--- config.mk ---
export PLATFORM = sky130hd
export DESIGN_NAME = multicycle_controller
export DESIGN_NICKNAME = d
export VERILOG_FILES = /design/src/rtl/arm_ctrl_pkg.sv /design/src/rtl/multicycle_controller_cond_logic.sv /design/src/rtl/multicycle_controller.sv
export SDC_FILE = /design/constraint.sdc
export NUM_CORES = 1
export LEC_CHECK = 0
export ABC_CLOCK_PERIOD_IN_PS = 2000
export CORE_AREA = 2 2 43 45
export DETAILED_ROUTE_END_ITERATION = 8
export DIE_AREA = 0 0 45 47
export PLACE_DENSITY = 0.83
export SYNTH_ARGS = -nofsm -noshare
export SYNTH_HDL_FRONTEND = slang
export SYNTH_SLANG_ARGS = --single-unit
--- constraint.sdc ---
create_clock -name clk -period 2 [get_ports clk]
set_input_delay 0.4 -clock clk [delete_from_list [all_inputs] [get_ports clk]]
set_output_delay 0.4 -clock clk [all_outputs]
set_load 0.005 [all_outputs]
--- src/rtl/arm_ctrl_pkg.sv ---
// Shared encodings for the multicycle ARM control unit: FSM states, ALU and
// mux select codes, condition codes and the condition-evaluation helper.
package arm_ctrl_pkg;

   typedef enum logic [3:0] {
      S_FETCH    = 4'd0,
      S_DECODE   = 4'd1,
      S_MEMADR   = 4'd2,
      S_MEMREAD  = 4'd3,
      S_MEMWB    = 4'd4,
      S_MEMWRITE = 4'd5,
      S_EXECR    = 4'd6,
      S_EXECI    = 4'd7,
      S_ALUWB    = 4'd8,
      S_BRANCH   = 4'd9
   } state_e;

   localparam logic [1:0] ALU_ADD = 2'b00;
   localparam logic [1:0] ALU_SUB = 2'b01;
   localparam logic [1:0] ALU_AND = 2'b10;
   localparam logic [1:0] ALU_ORR = 2'b11;

   // Data-processing cmd field (Funct[4:1]) values that the datapath supports
   localparam logic [3:0] CMD_ADD = 4'b0100;
   localparam logic [3:0] CMD_SUB = 4'b0010;
   localparam logic [3:0] CMD_AND = 4'b0000;
   localparam logic [3:0] CMD_ORR = 4'b1100;

   localparam logic [1:0] SRCB_REG  = 2'b00;
   localparam logic [1:0] SRCB_IMM  = 2'b01;
   localparam logic [1:0] SRCB_FOUR = 2'b10;

   localparam logic [1:0] RES_ALUOUT    = 2'b00;
   localparam logic [1:0] RES_DATA      = 2'b01;
   localparam logic [1:0] RES_ALURESULT = 2'b10;

   localparam logic [3:0] COND_EQ = 4'd0;
   localparam logic [3:0] COND_NE = 4'd1;
   localparam logic [3:0] COND_CS = 4'd2;
   localparam logic [3:0] COND_CC = 4'd3;
   localparam logic [3:0] COND_MI = 4'd4;
   localparam logic [3:0] COND_PL = 4'd5;
   localparam logic [3:0] COND_VS = 4'd6;
   localparam logic [3:0] COND_VC = 4'd7;
   localparam logic [3:0] COND_HI = 4'd8;
   localparam logic [3:0] COND_LS = 4'd9;
   localparam logic [3:0] COND_GE = 4'd10;
   localparam logic [3:0] COND_LT = 4'd11;
   localparam logic [3:0] COND_GT = 4'd12;
   localparam logic [3:0] COND_LE = 4'd13;
   localparam logic [3:0] COND_AL = 4'd14;
   localparam logic [3:0] COND_NV = 4'd15;

   // flags is {N,Z,C,V}; the never-condition (1111) evaluates false
   function automatic logic cond_holds(input logic [3:0] cond, input logic [3:0] flags);
      logic n, z, c, v;
      {n, z, c, v} = flags;
      case (cond)
         COND_EQ: cond_holds = z;
         COND_NE: cond_holds = !z;
         COND_CS: cond_holds = c;
         COND_CC: cond_holds = !c;
         COND_MI: cond_holds = n;
         COND_PL: cond_holds = !n;
         COND_VS: cond_holds = v;
         COND_VC: cond_holds = !v;
         COND_HI: cond_holds = c && !z;
         COND_LS: cond_holds = !c || z;
         COND_GE: cond_holds = (n == v);
         COND_LT: cond_holds = (n != v);
         COND_GT: cond_holds = !z && (n == v);
         COND_LE: cond_holds = z || (n != v);
         COND_AL: cond_holds = 1'b1;
         default: cond_holds = 1'b0;
      endcase
   endfunction

endpackage

--- src/rtl/multicycle_controller_cond_logic.sv ---
// Conditional-execution state: the NZCV register and the per-instruction
// CondEx latch captured in DECODE. Only built when COND_EXEC_EN is defined.
module cond_logic
   import arm_ctrl_pkg::*;
(
   input  logic       clk_i,
   input  logic       rst_n_i,
   input  logic [3:0] cond_i,
   input  logic [3:0] alu_flags_i,
   input  logic       latch_cond_i,
   input  logic       wr_nz_i,
   input  logic       wr_cv_i,
   output logic [3:0] flags_o,
   output logic       cond_ex_o
);

   logic [3:0] flags_q, flags_d;
   logic       cond_ex_q, cond_ex_d;

   always_comb begin
      flags_d   = flags_q;
      cond_ex_d = cond_ex_q;
      if (latch_cond_i) cond_ex_d = cond_holds(cond_i, flags_q);
      if (wr_nz_i)      flags_d[3:2] = alu_flags_i[3:2];
      if (wr_cv_i)      flags_d[1:0] = alu_flags_i[1:0];
   end

   always_ff @(posedge clk_i) begin
      if (!rst_n_i) begin
         flags_q   <= 4'b0000;
         cond_ex_q <= 1'b0;
      end else begin
         flags_q   <= flags_d;
         cond_ex_q <= cond_ex_d;
      end
   end

   assign flags_o   = flags_q;
   assign cond_ex_o = cond_ex_q;

endmodule

--- src/rtl/multicycle_controller.sv ---
// Moore sequencing FSM for the multicycle ARM datapath. Condition evaluation
// and the NZCV register are present only when COND_EXEC_EN is defined.
module multicycle_controller
   import arm_ctrl_pkg::*;
(
   input  logic        clk,
   input  logic        Reset,
   input  logic [19:0] Instr,
   input  logic [3:0]  ALUFlags,
   output logic        PCWrite,
   output logic        IRWrite,
   output logic        RegWrite,
   output logic        MemWrite,
   output logic        AdrSrc,
   output logic        ALUSrcA,
   output logic [1:0]  ALUSrcB,
   output logic [1:0]  ResultSrc,
   output logic [1:0]  ALUCtrl,
   output logic [1:0]  ImmSrc,
   output logic [1:0]  RegSrc,
   output logic [3:0]  State,
   output logic [3:0]  Flags
);

   state_e     state_q, state_d;
   logic [3:0] cond;
   logic [1:0] op;
   logic [5:0] funct;
   logic [3:0] rd;
   logic [3:0] cmd;
   logic       cmd_ok;
   logic [1:0] alu_op;
   logic       cond_ex;
   logic       wb_ok;
   logic       pc_wr, ir_wr, reg_wr, mem_wr;
   logic       unused_rn;

   assign cond  = Instr[19:16];
   assign op    = Instr[15:14];
   assign funct = Instr[13:8];
   assign rd    = Instr[3:0];
   assign cmd   = funct[4:1];
   assign unused_rn = ^Instr[7:4];

   always_comb begin
      cmd_ok = 1'b1;
      alu_op = ALU_ADD;
      case (cmd)
         CMD_ADD: alu_op = ALU_ADD;
         CMD_SUB: alu_op = ALU_SUB;
         CMD_AND: alu_op = ALU_AND;
         CMD_ORR: alu_op = ALU_ORR;
         default: cmd_ok = 1'b0;
      endcase
   end

   always_ff @(posedge clk) begin
      if (!Reset) state_q <= S_FETCH;
      else        state_q <= state_d;
   end

   always_comb begin
      state_d = S_FETCH;
      case (state_q)
         S_FETCH:  state_d = S_DECODE;
         S_DECODE: begin
            case (op)
               2'b01:   state_d = S_MEMADR;
               2'b00:   state_d = funct[5] ? S_EXECI : S_EXECR;
               2'b10:   state_d = S_BRANCH;
               default: state_d = S_FETCH;
            endcase
         end
         S_MEMADR:  state_d = funct[0] ? S_MEMREAD : S_MEMWRITE;
         S_MEMREAD: state_d = S_MEMWB;
         S_EXECR,
         S_EXECI:   state_d = S_ALUWB;
         default:   state_d = S_FETCH;
      endcase
   end

   always_comb begin
      pc_wr     = 1'b0;
      ir_wr     = 1'b0;
      reg_wr    = 1'b0;
      mem_wr    = 1'b0;
      wb_ok     = 1'b0;
      AdrSrc    = 1'b0;
      ALUSrcA   = 1'b0;
      ALUSrcB   = SRCB_REG;
      ResultSrc = RES_ALUOUT;
      ALUCtrl   = ALU_ADD;
      case (state_q)
         S_FETCH: begin
            ALUSrcA   = 1'b1;
            ALUSrcB   = SRCB_FOUR;
            ResultSrc = RES_ALURESULT;
            ir_wr     = 1'b1;
            pc_wr     = 1'b1;
         end
         S_DECODE: begin
            ALUSrcA   = 1'b1;
            ALUSrcB   = SRCB_FOUR;
            ResultSrc = RES_ALURESULT;
         end
         S_MEMADR: ALUSrcB = SRCB_IMM;
         S_MEMREAD: AdrSrc = 1'b1;
         S_MEMWB: begin
            ResultSrc = RES_DATA;
            wb_ok     = cond_ex;
         end
         S_MEMWRITE: begin
            AdrSrc = 1'b1;
            mem_wr = cond_ex;
         end
         S_EXECR: ALUCtrl = alu_op;
         S_EXECI: begin
            ALUSrcB = SRCB_IMM;
            ALUCtrl = alu_op;
         end
         S_ALUWB: wb_ok = cond_ex && cmd_ok;
         S_BRANCH: begin
            ALUSrcB   = SRCB_IMM;
            ResultSrc = RES_ALURESULT;
            pc_wr     = cond_ex;
         end
         default: ;
      endcase
      // Writeback to R15 is a PC load rather than a register-file write
      if (wb_ok) begin
         reg_wr = (rd != 4'hF);
         pc_wr  = (rd == 4'hF);
      end
   end

   assign PCWrite  = Reset && pc_wr;
   assign IRWrite  = Reset && ir_wr;
   assign RegWrite = Reset && reg_wr;
   assign MemWrite = Reset && mem_wr;
   assign ImmSrc   = op;
   assign RegSrc   = {op == 2'b01, op == 2'b10};
   assign State    = state_q;

`ifdef COND_EXEC_EN
   logic in_exec;
   logic flag_wr_nz, flag_wr_cv;

   assign in_exec    = (state_q == S_EXECR) || (state_q == S_EXECI);
   assign flag_wr_nz = in_exec && funct[0] && cond_ex && cmd_ok;
   assign flag_wr_cv = flag_wr_nz && ((cmd == CMD_ADD) || (cmd == CMD_SUB));

   cond_logic u_cond_logic (
      .clk_i        (clk),
      .rst_n_i      (Reset),
      .cond_i       (cond),
      .alu_flags_i  (ALUFlags),
      .latch_cond_i (state_q == S_DECODE),
      .wr_nz_i      (flag_wr_nz),
      .wr_cv_i      (flag_wr_cv),
      .flags_o      (Flags),
      .cond_ex_o    (cond_ex)
   );
`else
   logic unused_cond;

   assign cond_ex     = 1'b1;
   assign Flags       = 4'b0000;
   assign unused_cond = ^{ALUFlags, cond};
`endif

endmodule

==> reports/qor.txt <==
status -> finished clean
FP Rows -> 15
final wirelength -> 1335 µm
Total Routing Usage GR -> 12.75%
critical path cell sequence -> dlygate4sd2_1 > or4b_4 > a21oi_2 > dlygate4sd2_1
DR pass1 iterations -> 2
sequential area share after synthesis -> 17.58%
cell family with the largest share of critical-path delay -> simple AND/OR/NAND/NOR gates
worst-path maximum fanout -> 2
clk sink count -> 4
Final Critical Period -> 1.940 ns
Root Buffer -> clkbuf_4
Setup Buffers After CTS -> 0
layout cells sized above 1 -> 25.00%
TritonCTS Buffers -> 3
Die Y -> 47 µm
Clock Tree Buf Depth -> 2
final hold viol count -> 0
YS warnings -> 0
Synth cell types -> 30
FF+latch count, synth -> 4
cell taking the most area after synthesis -> dfxtp_1
WP data arrival -> 1.54 ns
worst r2r src -> State[3]
Syn Area/Cell -> 7.116 µm²
max reg flops -> 4
r2r worst-path depth -> 5
power per cell area -> 401.0 mW/mm²
DRC viols -> 0
Routed wire per std cell -> 11.03 µm
WS Path Type -> in -> out
Final Max Slew Viols -> 0
Crit path top cell by count -> dlygate4sd2_1
number of global-route vias before repair -> 500
RR Endpoint -> State[0]
H-tree depth -> 1
class of the worst hold path -> reg -> reg
r2r setup slk -> 0.94 ns
Crit path required time -> 1.60 ns
WP buf/inv -> 2
part of the cycle the worst path needs -> 96.99%
IO Pins -> 50
total grt overflow -> 0
Worst setup EP type -> primary output
slowest CP cell -> or4b_4
CP endpoint -> ALUCtrl[0]
clock slew at reported path FFs -> 0.04 ns
maxcap violations -> 0
leak pwr -> 0.0004113 µW
vias post-DR -> 568
pre-CTS WS -> -0.4059 ns
Die X -> 45 µm
commonest non-fill, non-tap cells in the layout -> clkdlybuf4s50_1 (20), buf_4 (11), nor2_1 (7), dlymetal6s2s_1 (5), dlygate4sd2_1 (5)
Synth top area share -> 17.58%
slowest stage delay, CP -> 0.55 ns
Die Footprint -> 0.002115 mm²
total negative setup slack -> 0 ns
Clock Latency Late Sink -> 0.23 ns
CORE AREA -> 0.001652 mm²
placed cells -> 118
Fmax -> 515.5 MHz
RSZ-0062 raised after global routing -> no
Via density -> 4.694
Worst Setup Slack, final -> 0.06020 ns
P&R area growth vs syn -> 91.76%
Levels on crit path -> 4
commonest non-fill, non-tap cell in the layout -> clkdlybuf4s50_1
number of fill cells in the layout -> 169
Nets -> 132
RD Place Congestion -> 0.7756
Mapped Cells -> 64
top area cells in the synthesized netlist -> dfxtp_1 (18%), buf_4 (12%), nor2_1 (6.6%), nor3b_1 (4.9%), nor3_1 (4.4%)
HPWL Detailed -> 1107 µm
largest net degree at the start of global routing -> 13
final setup skew -> 0.00002807 ns
initial antenna violation count -> 0
global-route wire length before repair -> 2007 µm
Critical Path Source -> Instr[9]
Final Setup Violations -> 0
Startpoint Class -> input port
Detailed Route Iter0 Violations -> 1
# port buffers -> 33
Non-Filler Instances -> 121
Synth Cell Area -> 455.4 µm²
CTS tree -> built
Starting Density -> 27.58%
hold_ws -> 0.5805 ns
Peak VDD IR -> 0.0001788 V
antenna diode count -> 0
Routed Antenna Nets -> 0
[kinds of logic after synthesis]
kind of cell	count (synthesis)	share of synthesized area, %
multiplexers	1	2.198
XOR/XNOR	4	7.694
AO/OA/AOI/OAI	10	14.56
flip-flops	4	17.58
buffers and inverters	12	16.48
other	1	0.8234
AND/OR/NAND/NOR	32	40.66
[layer usage]
layer	GRT usage (%)	wire length (µm)
met5	0	0
met4	5.294	0
met1	14.94	510
met3	2.308	137
met2	22.86	687
[power by group]
part,switching (µW),internal [µW]
sequential,10.1,86.1
clock,28.6,66.8
combinational,60.6,97.9
[synthesized netlist by cell type]
cell,instances
xnor2_1,2
nor3_2,1
o22a_1,1
nand4_1,1
nand3_1,1
nand2b_1,3
xor2_1,2
nor2_1,8
mux2i_1,1
buf_4,7
or4b_4,1
inv_1,1
a31oi_1,1
conb_1,1
nor3_1,4
buf_2,3
inv_2,1
nor2b_1,3
o31ai_1,1
a21oi_1,3
nand3b_1,1
nand2_1,3
and2_1,2
dfxtp_1,4
nor3b_1,3
a22oi_1,1
a21boi_1,1
o21ai_0,1
and4_1,1
o32ai_1,1
[timing repair]
| action | 4_1_cts | 5_1_grt |
|---|---|---|
| hold buffers | 0 | 0 |
| pin swaps | 4 | 1 |
| gates resized for setup | 21 | 9 |
| endpoints found under the hold margin | 0 | 0 |
| setup endpoints to repair | 10 | 7 |
[final cells by class]
class | instances | area [µm²] | share of cell area, %
repair buffers | 44 | 404.1 | 46.28
multi-input cells | 51 | 336.6 | 38.54
flip-flops and latches | 4 | 81.33 | 9.312
clock buffers | 3 | 22.52 | 2.579
well taps | 17 | 21.27 | 2.436
inverters | 2 | 7.507 | 0.8596
[metrics by stage]
step	instance area [µm²]	power [µW]	util, %
after global placement	833.3	255.6	50.45
after floorplan	466.7	164.7	-
after global routing	873.3	376.8	52.88
after CTS	843.3	354.9	51.06
final	873.3	350.2	52.88
after detailed placement	833.3	259.8	50.45
[worst min-delay path by stage]
| stage | depth (start not counted) | slack (ns) | endpoint | start |
|---|---|---|---|---|
| 2_1_floorplan | 3 | 0.56 | State[1] | State[1] |
| 3_3_place_gp | 1 | 0.62 | State[0] | State[0] |
| 3_5_place_dp | 2 | 0.65 | State[3] | State[3] |
| 4_1_cts | 1 | 0.59 | State[0] | State[0] |
| 5_1_grt | 1 | 0.59 | State[0] | State[0] |
| 6_report | 1 | 0.58 | State[0] | State[0] |
No activity file was read; power rests on OpenSTA's default activity.
